File: config.mk
export PLATFORM = sky130hd
export DESIGN_NAME = mon_c2sif
export DESIGN_NICKNAME = d
export VERILOG_FILES = /design/src/rtl/s2cif_pkg.sv /design/src/rtl/mon_c2sif_fifo.sv /design/src/rtl/mon_c2sif.sv
export SDC_FILE = /design/constraint.sdc
export NUM_CORES = 1
export LEC_CHECK = 0
export ABC_AREA = 1
export ABC_CLOCK_PERIOD_IN_PS = 4650
export BUFFER_PORTS_ARGS = -buffer_cell sky130_fd_sc_hd__buf_2
export CAP_MARGIN = 20
export CORE_MARGIN = 3
export CORE_UTILIZATION = 50
export CTS_CLUSTER_SIZE = 16
export DETAILED_ROUTE_END_ITERATION = 7
export PLACE_DENSITY = 0.7
export SLEW_MARGIN = 25
export SYNTH_ARGS = -nofsm -noshare
export SYNTH_HDL_FRONTEND = slang
export SYNTH_SLANG_ARGS = --single-unit
File: constraint.sdc
create_clock -name clk -period 4.65 [get_ports clk]
set_input_delay 0.6975 -clock clk [delete_from_list [all_inputs] [get_ports clk]]
set_output_delay 0.6975 -clock clk [all_outputs]
set_load 0.005 [all_outputs]
File: src/rtl/s2cif_pkg.sv
// ============================================================================
// Module      : s2cif_pkg
// Description : Shared types and constants for the scenario/circuit interface.
// Revision    : 1.0 - initial release
// ============================================================================
`default_nettype none

package s2cif_pkg;

    typedef logic [31:0] uint32_t;

    localparam int S2CIF_WORD_W = 32;

    typedef struct packed {
        logic [31:0] data;
        logic [5:0]  cnt;
    } cap_word_t;

endpackage

`default_nettype wire

File: src/rtl/mon_c2sif_fifo.sv
// ============================================================================
// Module      : mon_c2sif_fifo
// Description : Pointer-based FIFO for captured words; head is zero when empty.
// Revision    : 1.0 - initial release
// ============================================================================
`default_nettype none

module mon_c2sif_fifo
    import s2cif_pkg::*;
#(
    parameter int  DEPTH = 4,
    parameter type T     = cap_word_t
) (
    input  logic clk,
    input  logic rst,
    input  logic push,
    input  T     push_data,
    input  logic pop,
    output logic full,
    output logic empty,
    output T     head
);

    localparam int AW = $clog2(DEPTH);

    T             mem_q [DEPTH];
    logic [AW:0]  wr_ptr_q, wr_ptr_d;
    logic [AW:0]  rd_ptr_q, rd_ptr_d;
    logic         wr_en;
    logic         rd_en;

    // Extra pointer MSB differs only when the write side has lapped the read side.
    assign full  = (wr_ptr_q[AW] != rd_ptr_q[AW]) &&
                   (wr_ptr_q[AW-1:0] == rd_ptr_q[AW-1:0]);
    assign empty = (wr_ptr_q == rd_ptr_q);
    assign head  = empty ? T'('0) : mem_q[rd_ptr_q[AW-1:0]];

    always_comb begin
        rd_en    = pop && !empty;
        wr_en    = push && (!full || rd_en);
        wr_ptr_d = wr_ptr_q + (AW+1)'(wr_en);
        rd_ptr_d = rd_ptr_q + (AW+1)'(rd_en);
    end

    always_ff @(posedge clk or negedge rst) begin
        if (!rst) begin
            wr_ptr_q <= '0;
            rd_ptr_q <= '0;
        end else begin
            wr_ptr_q <= wr_ptr_d;
            rd_ptr_q <= rd_ptr_d;
        end
    end

    always_ff @(posedge clk) begin
        if (wr_en) begin
            mem_q[wr_ptr_q[AW-1:0]] <= push_data;
        end
    end

endmodule

`default_nettype wire

File: src/rtl/mon_c2sif.sv
// ============================================================================
// Module      : mon_c2sif
// Description : Serial capture monitor: packs sampled bits LSB-first into
//               words, buffers them in a FIFO, tracks overflow and bit count.
// Revision    : 1.0 - initial release
// ============================================================================
`default_nettype none

module mon_c2sif
    import s2cif_pkg::*;
#(
    parameter int WORD_W = 32,
    parameter int DEPTH  = 4,
    parameter int id     = 0
) (
    input  logic              clk,
    input  logic              rst,
    input  logic              en,
    input  logic              din,
    input  logic              flush,
    output logic [WORD_W-1:0] word_data,
    output logic [5:0]        word_cnt,
    output logic              word_valid,
    input  logic              word_ready,
    output logic              ovf,
    output logic [31:0]       bit_total
);

    logic [S2CIF_WORD_W-1:0] acc_q, acc_d, acc_n;
    logic [4:0]              fill_q, fill_d;
    logic [5:0]              cnt_n;
    logic                    ovf_q, ovf_d;
    uint32_t                 bit_total_q, bit_total_d;
    logic                    full_word;
    logic                    push;
    logic                    pop;
    logic                    drop;
    logic                    fifo_full;
    logic                    fifo_empty;
    cap_word_t               push_word;
    cap_word_t               head;
    logic [31:0]             unused_id;

    assign unused_id = 32'(id);

    always_comb begin
        acc_n = acc_q;
        if (en) begin
            acc_n[fill_q] = din;
        end
        cnt_n     = {1'b0, fill_q} + 6'(en);
        full_word = en && (fill_q == 5'(WORD_W - 1));
        // A flush that coincides with a completing bit still yields one push.
        push      = full_word || (flush && (cnt_n != 6'd0));

        push_word.data = acc_n;
        push_word.cnt  = cnt_n;

        pop  = !fifo_empty && word_ready;
        drop = push && fifo_full && !pop;

        if (push) begin
            acc_d  = '0;
            fill_d = '0;
        end else begin
            acc_d  = acc_n;
            fill_d = cnt_n[4:0];
        end

        ovf_d       = ovf_q || drop;
        bit_total_d = bit_total_q + 32'(en);
    end

    always_ff @(posedge clk or negedge rst) begin
        if (!rst) begin
            acc_q       <= '0;
            fill_q      <= '0;
            ovf_q       <= 1'b0;
            bit_total_q <= '0;
        end else begin
            acc_q       <= acc_d;
            fill_q      <= fill_d;
            ovf_q       <= ovf_d;
            bit_total_q <= bit_total_d;
        end
    end

    mon_c2sif_fifo #(
        .DEPTH (DEPTH),
        .T     (cap_word_t)
    ) u_fifo (
        .clk       (clk),
        .rst       (rst),
        .push      (push),
        .push_data (push_word),
        .pop       (pop),
        .full      (fifo_full),
        .empty     (fifo_empty),
        .head      (head)
    );

    assign word_data  = head.data[WORD_W-1:0];
    assign word_cnt   = head.cnt;
    assign word_valid = !fifo_empty;
    assign ovf        = ovf_q;
    assign bit_total  = bit_total_q;

endmodule

`default_nettype wire

==> results of run 1 <==
report_power, final:
group / internal [W] / leakage (nW) / switching, W
registers: 0.00266 / 2.42 / 0.000210
clock network: 0.00123 / 0.406 / 0.000755
logic: 0.000798 / 2.38 / 0.00147
metal layers:
layer / vias to the layer above / wire length, um
li1: 3354 / -
met1: 3294 / 9498
met2: 171 / 9832
met3: 30 / 1132
met4: 0 / 360
met5: - / 0
cells in the final DEF, fill, tap and decap left out, types with 21 or more instances in the layout:
cell and count:
buf_2 76, clkbuf_16 25, dfrtp_1 74, edfxtp_1 152, inv_1 142, nand2_1 178, nor2_1 184, o21ai_0 67
o32ai_1 38, xor2_1 21
worst max path at each step:
stage	from	endpoint	slack, ps	cells past startpoint
after global routing	u_fifo.rd_ptr_q[0]	word_data[25]	1090	9
final	u_fifo.rd_ptr_q[0]	word_data[7]	1380	9
after CTS	u_fifo.rd_ptr_q[0]	word_data[7]	1290	9
after detailed placement	en	u_fifo.mem_q[2][19]	1180	13
after floorplan	en	u_fifo.mem_q[0][0]	820	11
after global placement	en	u_fifo.mem_q[2][19]	1250	13
state kept, by name (all words and copies together), names as in the netlist:
register / cells
fill_q: 5
bit_total: 32
u_fifo.mem_q: 152
ovf: 1
u_fifo.wr_ptr_q: 3
u_fifo.rd_ptr_q: 3
acc_q: 32
Yosys cell counts (all sizes together), types with 8 or more instances:
library cell  instances  area (sq um)
nor2                199         774.5
xnor2                 9         78.83
buf                  21         128.9
o21ai                71         355.3
inv                 145         544.3
o32ai                38         332.8
nand3                15         80.08
xor2                 21         183.9
ha                    8         100.1
clkbuf               15         56.30
dfrtp                76          1902
nand2               179         674.4
edfxtp              152          4564
nor3                 20         127.6
per-stage QoR:
stage,setup slack [ps],cell area [sq um],hold WS (ps),utilization
floorplan,820.6,9961,401.9,-
global placement,1251,10600,450.1,0.5539
detailed placement,1184,10600,451.8,0.5539
CTS,1294,11440,403.3,0.5978
global route,1087,11450,282.6,0.5980
finish,1384,11450,214.2,0.5980
area by class of cell:
| type | instances | area [sq um] |
|---|---|---|
| clock buffers | 30 | 664.4 |
| clock inverters | 14 | 175.2 |
| fillers | 1644 | 7696 |
| inverters | 145 | 544.3 |
| multi-input cells | 569 | 2795 |
| flip-flops and latches | 228 | 6469 |
| well taps | 260 | 325.3 |
| repair buffers | 88 | 474.2 |
critical path, stage by stage, from the launching register on:
cell and delay, ps:
dfrtp_2 360, buf_4 600, xnor2_1 160, nand2_1 110, nor2_1 40, inv_1 50
buf_4 410, nand2_1 120, inv_1 70, buf_2 100
logic make-up (layout without fill, tap and decap cells):
| group | after synthesis | count (layout) | synth area share |
|---|---|---|---|
| AOI/OAI and AO/OA | 110 | 110 | 0.06959 |
| and+or+nand+nor | 421 | 421 | 0.1716 |
| buffers and inverters | 181 | 277 | 0.07323 |
| adders and majority gates | 8 | 8 | 0.01005 |
| DFF | 228 | 228 | 0.6492 |
| xor gates and xnor gates | 30 | 30 | 0.02638 |
==> results.cfg, run 1 <==
[outcome]
status = finished, final reports clean

[synth]
synth_top_flop_cell = edfxtp_1
synthArstFlopShare = 0.3333
synth_edf_count = 152
ys_seq_elements = 228
syn_inst = 978
ys_types = 27
syn-num-nets = 992
synth_seq_area_share = 0.6492
avgSynthCellArea_sq_um = 10.18
syn_area_sq_mm = 0.009961
synth_warnings = 0

[die]
die_w_um = 147.1
die_area_sq_mm = 0.02165
ioPinCount = 78
placementRows = 50
die_h_um = 147.1
start_util = 0.5203
core_area_sq_mm = 0.01914

[detailed_routing]
drc = 0
wl_per_cell_um = 15.61
first_pass_iters = 4
vias = 6849
drtIter0Drc = 497
drt.antenna.violating_nets = 0
drt_wl_total_um = 20820
vias_per_cell = 5.134

[min_path]
hold_path.class = primary input to async pin

[sta]
fmax_mhz = 306.2
setup_violations = 0
drv_slew = 0
rsz0062_at_grt = no
hold_violations = 0
worst_slew_pin_slew_ps = 814.1
clock_skew_ps = 16.51
setup_tns_ps = 0
post-route-period-util = 0.7023
fin_crit_ps = 3266
slew_headroom = 0.4564

[global_route]
grt_pass1_wl_um = 34650
met2_usage = 0.3200
antenna_found_initial = 0
use_met1 = 0.2779
globalRouteMet3Util = 0.03300
grt_overflow = 0
top_usage_layer = met2
grt_pass1_vias = 6715
grt.total_usage = 0.1958
grt_start_max_net_pins = 79

[worst_setup_path]
cp_max_fo = 78
required_ps = 3950
critPathKind = flop to output port
r2r_cells = 12
r2r_slack_ps = 1580
crit_path_end_kind = output port
r2r-start = fill_q[0]
crit_arrival_ps = 2570
reg2reg_to = u_fifo.mem_q[2][33]
start_kind = flop

[placement]
gp_congestion = 0.9038
dpl.cell_count = 1290
portBuffers = 77
dp_hpwl_um = 13010

[cts]
insertion_delay_ps = 520
hold_buffers = 0
numCtsBuffers = 24
cts_buffer_depth = 3
cts_resized = 0
post_cts_buffers = 0
root_buffer = clkbuf_16
cts_tree = done
clock-sinks = 228
path_clk_slew_ps = 60
htreeDepth = 1

[pwr]
p_per_area_mw_per_mm2 = 622.0
total_power_w = 0.007120
ir_worst_vdd_v = 0.0003685
p_leak_nw = 5.199

[final_layout]
num_antenna_cells = 0
syn_to_final_growth_pct = 14.92
drive_gt1_frac = 0.1415
stdcell_count = 1334
finish.net_count = 1070

[job]
drv_cap = 0
No activity file was read; power rests on OpenSTA's default activity.
==> inputs of run 2 (changes only) <==
--- a/config.mk
+++ b/config.mk
@@ -6,7 +6,7 @@
 export NUM_CORES = 1
 export LEC_CHECK = 0
 export ABC_AREA = 1
-export ABC_CLOCK_PERIOD_IN_PS = 4650
+export ABC_CLOCK_PERIOD_IN_PS = 3310
 export BUFFER_PORTS_ARGS = -buffer_cell sky130_fd_sc_hd__buf_2
 export CAP_MARGIN = 20
 export CORE_MARGIN = 3
==> constraint.sdc (replaced) <==
create_clock -name clk -period 3.31 [get_ports clk]
set_input_delay 0.4965 -clock clk [delete_from_list [all_inputs] [get_ports clk]]
set_output_delay 0.4965 -clock clk [all_outputs]
set_load 0.005 [all_outputs]
==> results.cfg, run 2 (same netlist as run 1, synthesis figures left out) <==
[outcome]
status = finished, final reports clean

[final_layout]
drive_gt1_frac = 0.1333
final_common_cell = nor2_1
finish.net_count = 1071
layout_common_cells = 184 x nor2_1, 178 x nand2_1, 152 x edfxtp_1, 142 x inv_1, 76 x buf_2
syn_to_final_growth_pct = 14.09
largest_register_ffs = 152
final_area_sq_mm = 0.01136
num_antenna_cells = 0
post-route-util = 0.5937

[worst_setup_path]
path_cells = inv_2 > buf_12 > nor2_1 > o32ai_1 > nand2_1 > inv_1 > buf_2
required_ps = 2810
crit_path_max_incr_delay_ps = 450
crit_arrival_ps = 2300
start_kind = flop
crit_path_end_kind = output port
slowest_stage = dfrtp_2
path_delay_family = buffers and inverters
critPathKind = flop to output port
cp_max_fo = 32
cp_num_buf_inv = 4

[detailed_routing]
vias = 6827
drt.antenna.violating_nets = 0
drt_wl_total_um = 20530
first_pass_iters = 5
drtIter0Drc = 438
wl_per_cell_um = 15.40
drc = 0
vias_per_cell = 5.122

[cts]
cts_buffer_depth = 3
insertion_delay_ps = 500
cts_resized = 0
htreeDepth = 1
hold_buffers = 0
root_buffer = clkbuf_16
path_clk_slew_ps = 60
post_cts_buffers = 0
clock-sinks = 228
cts_tree = done
numCtsBuffers = 23

[placement]
gp_congestion = 0.8682
dp_hpwl_um = 13070
dpl-instance-area_sq_mm = 0.01069
portBuffers = 77
pre_cts_slack_ps = 703.9

[pwr]
total_power_w = 0.009640
swShare = 0.3488
p_seq_frac = 0.413
p_int_w = 0.006277
p_per_area_mw_per_mm2 = 848.2
clkPwrFrac = 0.241
p_leak_nw = 5.150
ir_worst_vdd_v = 0.0004893
p_switching_w = 0.003362
p_comb_frac = 0.346

[die]
die_h_um = 147.1
die_area_sq_mm = 0.02165
placementRows = 50
core_area_sq_mm = 0.01914
start_util = 0.5203
ioPinCount = 78
die_w_um = 147.1

[min_path]
hold_path.class = primary input to async pin

[sta]
setup_violations = 0
fin_crit_ps = 2795
fmax_mhz = 357.8
rsz0062_at_grt = no
worst_slew_pin_slew_ps = 704.4
post-route-period-util = 0.8443
drv_slew = 0
setup_slack_ps = 515.3
clock_skew_ps = 18.09
hold_violations = 0
slew_headroom = 0.5304

[job]
drv_cap = 0

[global_route]
grt_start_max_net_pins = 77
grt.total_usage = 0.1916
grt_pass1_wl_um = 33830
grt_pass1_vias = 6699
grt_overflow = 0
antenna_found_initial = 0
-- run 2: power by group through the flow --
stage               combinational, W  clock [W]  sequential [W]
finish                       0.00334    0.00232         0.00399
detailed placement           0.00339          0         0.00404
global placement             0.00332          0         0.00403
floorplan                    0.00210          0         0.00398
CTS                          0.00341    0.00236         0.00399
global route                 0.00380    0.00249         0.00404
-- run 2: routing by layer --
metal | up-vias | track usage | wire length [um]
met5 | - | 0 | 0
met4 | 0 | 0.05033 | 414
met3 | 30 | 0.02899 | 1069
met2 | 171 | 0.3161 | 9952
met1 | 3279 | 0.2693 | 9091
li1 | 3347 | - | -
-- run 2: path summary, 6_finish.rpt --
check / to / cells after the start / startpoint / slack, ps
min in group clk: bit_total[0] / 2 / en / 310
max: word_data[25] / 7 / u_fifo.rd_ptr_q[0] / 520
min: bit_total[8] / 1 / rst / 10
max reg2reg: u_fifo.wr_ptr_q[2] / 14 / fill_q[0] / 850
min reg2reg: bit_total[31] / 1 / bit_total[31] / 470
max in group asynchronous: u_fifo.rd_ptr_q[0] / 1 / rst / 2770
-- run 2: cell type report --
type,instances,area [sq um]
clock buffer,37,648.1
clock inverter,4,18.77
fill,1672,7779
inverter,145,544.3
multi-input combinational,569,2795
sequential,228,6469
tap,260,325.3
timing repair buffer,90,564.3
-- run 2: metrics by stage --
step | std cells | setup TNS [ps] | hold slack (ps)
after floorplan | 978 | -48390 | 200.9
after global placement | 1292 | 0 | 460.5
after detailed placement | 1292 | 0 | 460.5
after CTS | 1333 | 0 | 182.7
after global routing | 1333 | 0 | 72.96
final | 1333 | 0 | 14.44
-- run 2: worst register-to-register path, delay by kind of cell, from the launching register on --
kind	cells	cell delay, ps
XOR/XNOR	1	140
adder cells (fa/ha/maj)	4	860
buffers and inverters	2	140
flip-flops	1	460
AND/OR/NAND/NOR	7	750
==> inputs of run 3 (changes only) <==
--- a/config.mk
+++ b/config.mk
@@ -6,7 +6,7 @@
 export NUM_CORES = 1
 export LEC_CHECK = 0
 export ABC_AREA = 1
-export ABC_CLOCK_PERIOD_IN_PS = 3310
+export ABC_CLOCK_PERIOD_IN_PS = 2700
 export BUFFER_PORTS_ARGS = -buffer_cell sky130_fd_sc_hd__buf_2
 export CAP_MARGIN = 20
 export CORE_MARGIN = 3
==> constraint.sdc (replaced) <==
create_clock -name clk -period 2.7 [get_ports clk]
set_input_delay 0.405 -clock clk [delete_from_list [all_inputs] [get_ports clk]]
set_output_delay 0.405 -clock clk [all_outputs]
set_load 0.005 [all_outputs]
==> results.cfg, run 3 (same netlist as run 1, synthesis figures left out) <==
[outcome]
status = finished, final reports clean

[min_path]
hold_depth = 2
hold_path_startpoint = en
hold_path.class = primary input to flop
whs_endpoint = bit_total[0]

[worst_setup_path]
required_ps = 2300
cp_max_fo = 26
slowest_stage = dfrtp_2
r2r_slack_ps = 230
crit_cells = 7
path_cells = clkinv_2 > buf_12 > nor2_1 > o32ai_1 > nand2_1 > inv_1 > buf_2
r2r_cells = 13
r2r-start = fill_q[0]
crit_arrival_ps = 2150
critPathKind = flop to output port
reg2reg_to = u_fifo.wr_ptr_q[2]
cp_num_buf_inv = 4
crit_path_max_incr_delay_ps = 440
crit_path_end_kind = output port
path_delay_family = buffers and inverters
start_kind = flop

[die]
ioPinCount = 78
die_area_sq_mm = 0.02165
core_area_sq_mm = 0.01914
start_util = 0.5203
placementRows = 50
die_w_um = 147.1
die_h_um = 147.1

[placement]
dp_hpwl_um = 13680
gp_congestion = 0.9221
dpl-instance-area_sq_mm = 0.01075
portBuffers = 77

[global_route]
grt.total_usage = 0.2036
antenna_found_initial = 0
grt_overflow = 0
grt_start_max_net_pins = 49
grt_pass1_wl_um = 35850
grt_pass1_vias = 6895

[sta]
post-route-period-util = 0.9450
hold_violations = 0
fin_crit_ps = 2552
setup_tns_ps = 0
setup_violations = 0
drv_slew = 0
slew_headroom = 0.5699
clock_skew_ps = 7.984
rsz0062_at_grt = no
fmax_mhz = 391.9
worst_slew_pin_slew_ps = 640.3

[pwr]
p_leak_nw = 5.241
total_power_w = 0.01222
p_per_area_mw_per_mm2 = 1060
ir_worst_vdd_v = 0.0005121

[cts]
clock-sinks = 228
post_cts_buffers = 0
cts_tree = done
insertion_delay_ps = 510
cts_buffer_depth = 3
htreeDepth = 1
numCtsBuffers = 24
path_clk_slew_ps = 60
root_buffer = clkbuf_16

[final_layout]
finish.net_count = 1081
final_common_cell = nor2_1
layout_common_cells = 184 x nor2_1, 178 x nand2_1, 152 x edfxtp_1, 142 x inv_1, 76 x buf_2
num_antenna_cells = 0
largest_register_ffs = 152
syn_to_final_growth_pct = 15.81
fillers = 1621
final_area_sq_mm = 0.01154
drive_gt1_frac = 0.1447

[detailed_routing]
drt.antenna.violating_nets = 0
drc = 0
wl_per_cell_um = 15.92
drt_wl_total_um = 21410
drtIter0Drc = 446
first_pass_iters = 5
vias_per_cell = 5.094
vias = 6851

[job]
drv_cap = 0
[run 3: area by class of cell]
type | instances | area (sq um) | area share
tap | 260 | 325.3 | 0.02820
sequential | 228 | 6469 | 0.5607
clock inverter | 5 | 52.55 | 0.004555
timing repair buffer | 99 | 630.6 | 0.05466
inverter | 145 | 545.5 | 0.04729
multi-input combinational | 569 | 2795 | 0.2423
clock buffer | 39 | 718.2 | 0.06226
[run 3: worst max-delay path by stage]
| stage | from | to | slack [ps] |
|---|---|---|---|
| 2_1_floorplan | fill_q[0] | u_fifo.mem_q[3][0] | -280 |
| 3_3_place_gp | en | u_fifo.wr_ptr_q[2] | 230 |
| 3_5_place_dp | en | u_fifo.wr_ptr_q[2] | 170 |
| 4_1_cts | u_fifo.rd_ptr_q[0] | word_data[12] | 60 |
| 5_1_grt | u_fifo.rd_ptr_q[0] | word_cnt[1] | 20 |
| 6_report | u_fifo.rd_ptr_q[0] | word_cnt[1] | 150 |
[run 3: power breakdown]
group | switching, W | leakage (nW) | internal, W
clock | 0.00128 | 0.375 | 0.00191
combinational | 0.00266 | 2.45 | 0.00152
sequential | 0.000277 | 2.42 | 0.00457
[run 3: through the flow]
stage	setup slack, ps	utilization	std cells	hold slack, ps
2_1_floorplan	-280.0	-	978	109.4
3_3_place_gp	232.6	0.5618	1300	404.0
3_5_place_dp	166.8	0.5618	1300	400.1
4_1_cts	62.78	0.6025	1345	194.9
5_1_grt	16.09	0.6026	1345	222.1
6_report	148.4	0.6026	1345	218.8
[run 3: timing repair]
action,4_1_cts,5_1_grt
gates resized for setup,0,1
endpoints found under the hold margin,35,0
endpoints found under the setup margin,0,13
hold buffers,1,0
[run 3: layer usage]
metal | vias up | wire length, um | track usage | part of all wire
li1 | 3363 | - | - | -
met1 | 3282 | 9656 | 0.2825 | 0.45
met2 | 174 | 10300 | 0.3438 | 0.48
met3 | 32 | 1074 | 0.02653 | 0.050
met4 | 0 | 380 | 0.05219 | 0.018
met5 | - | 0 | 0 | 0
[run 3: worst reg2reg max path: stages (launching register included)]
cell     delay, ps
dfrtp_1        390
ha_1           230
ha_1           380
inv_1          110
nand3_1         90
nor2_1         130
nand3_1         90
nand2_1         70
nand2_1         70
nand2_2        210
inv_1           80
ha_1           180
ha_1           190
xor2_1         140
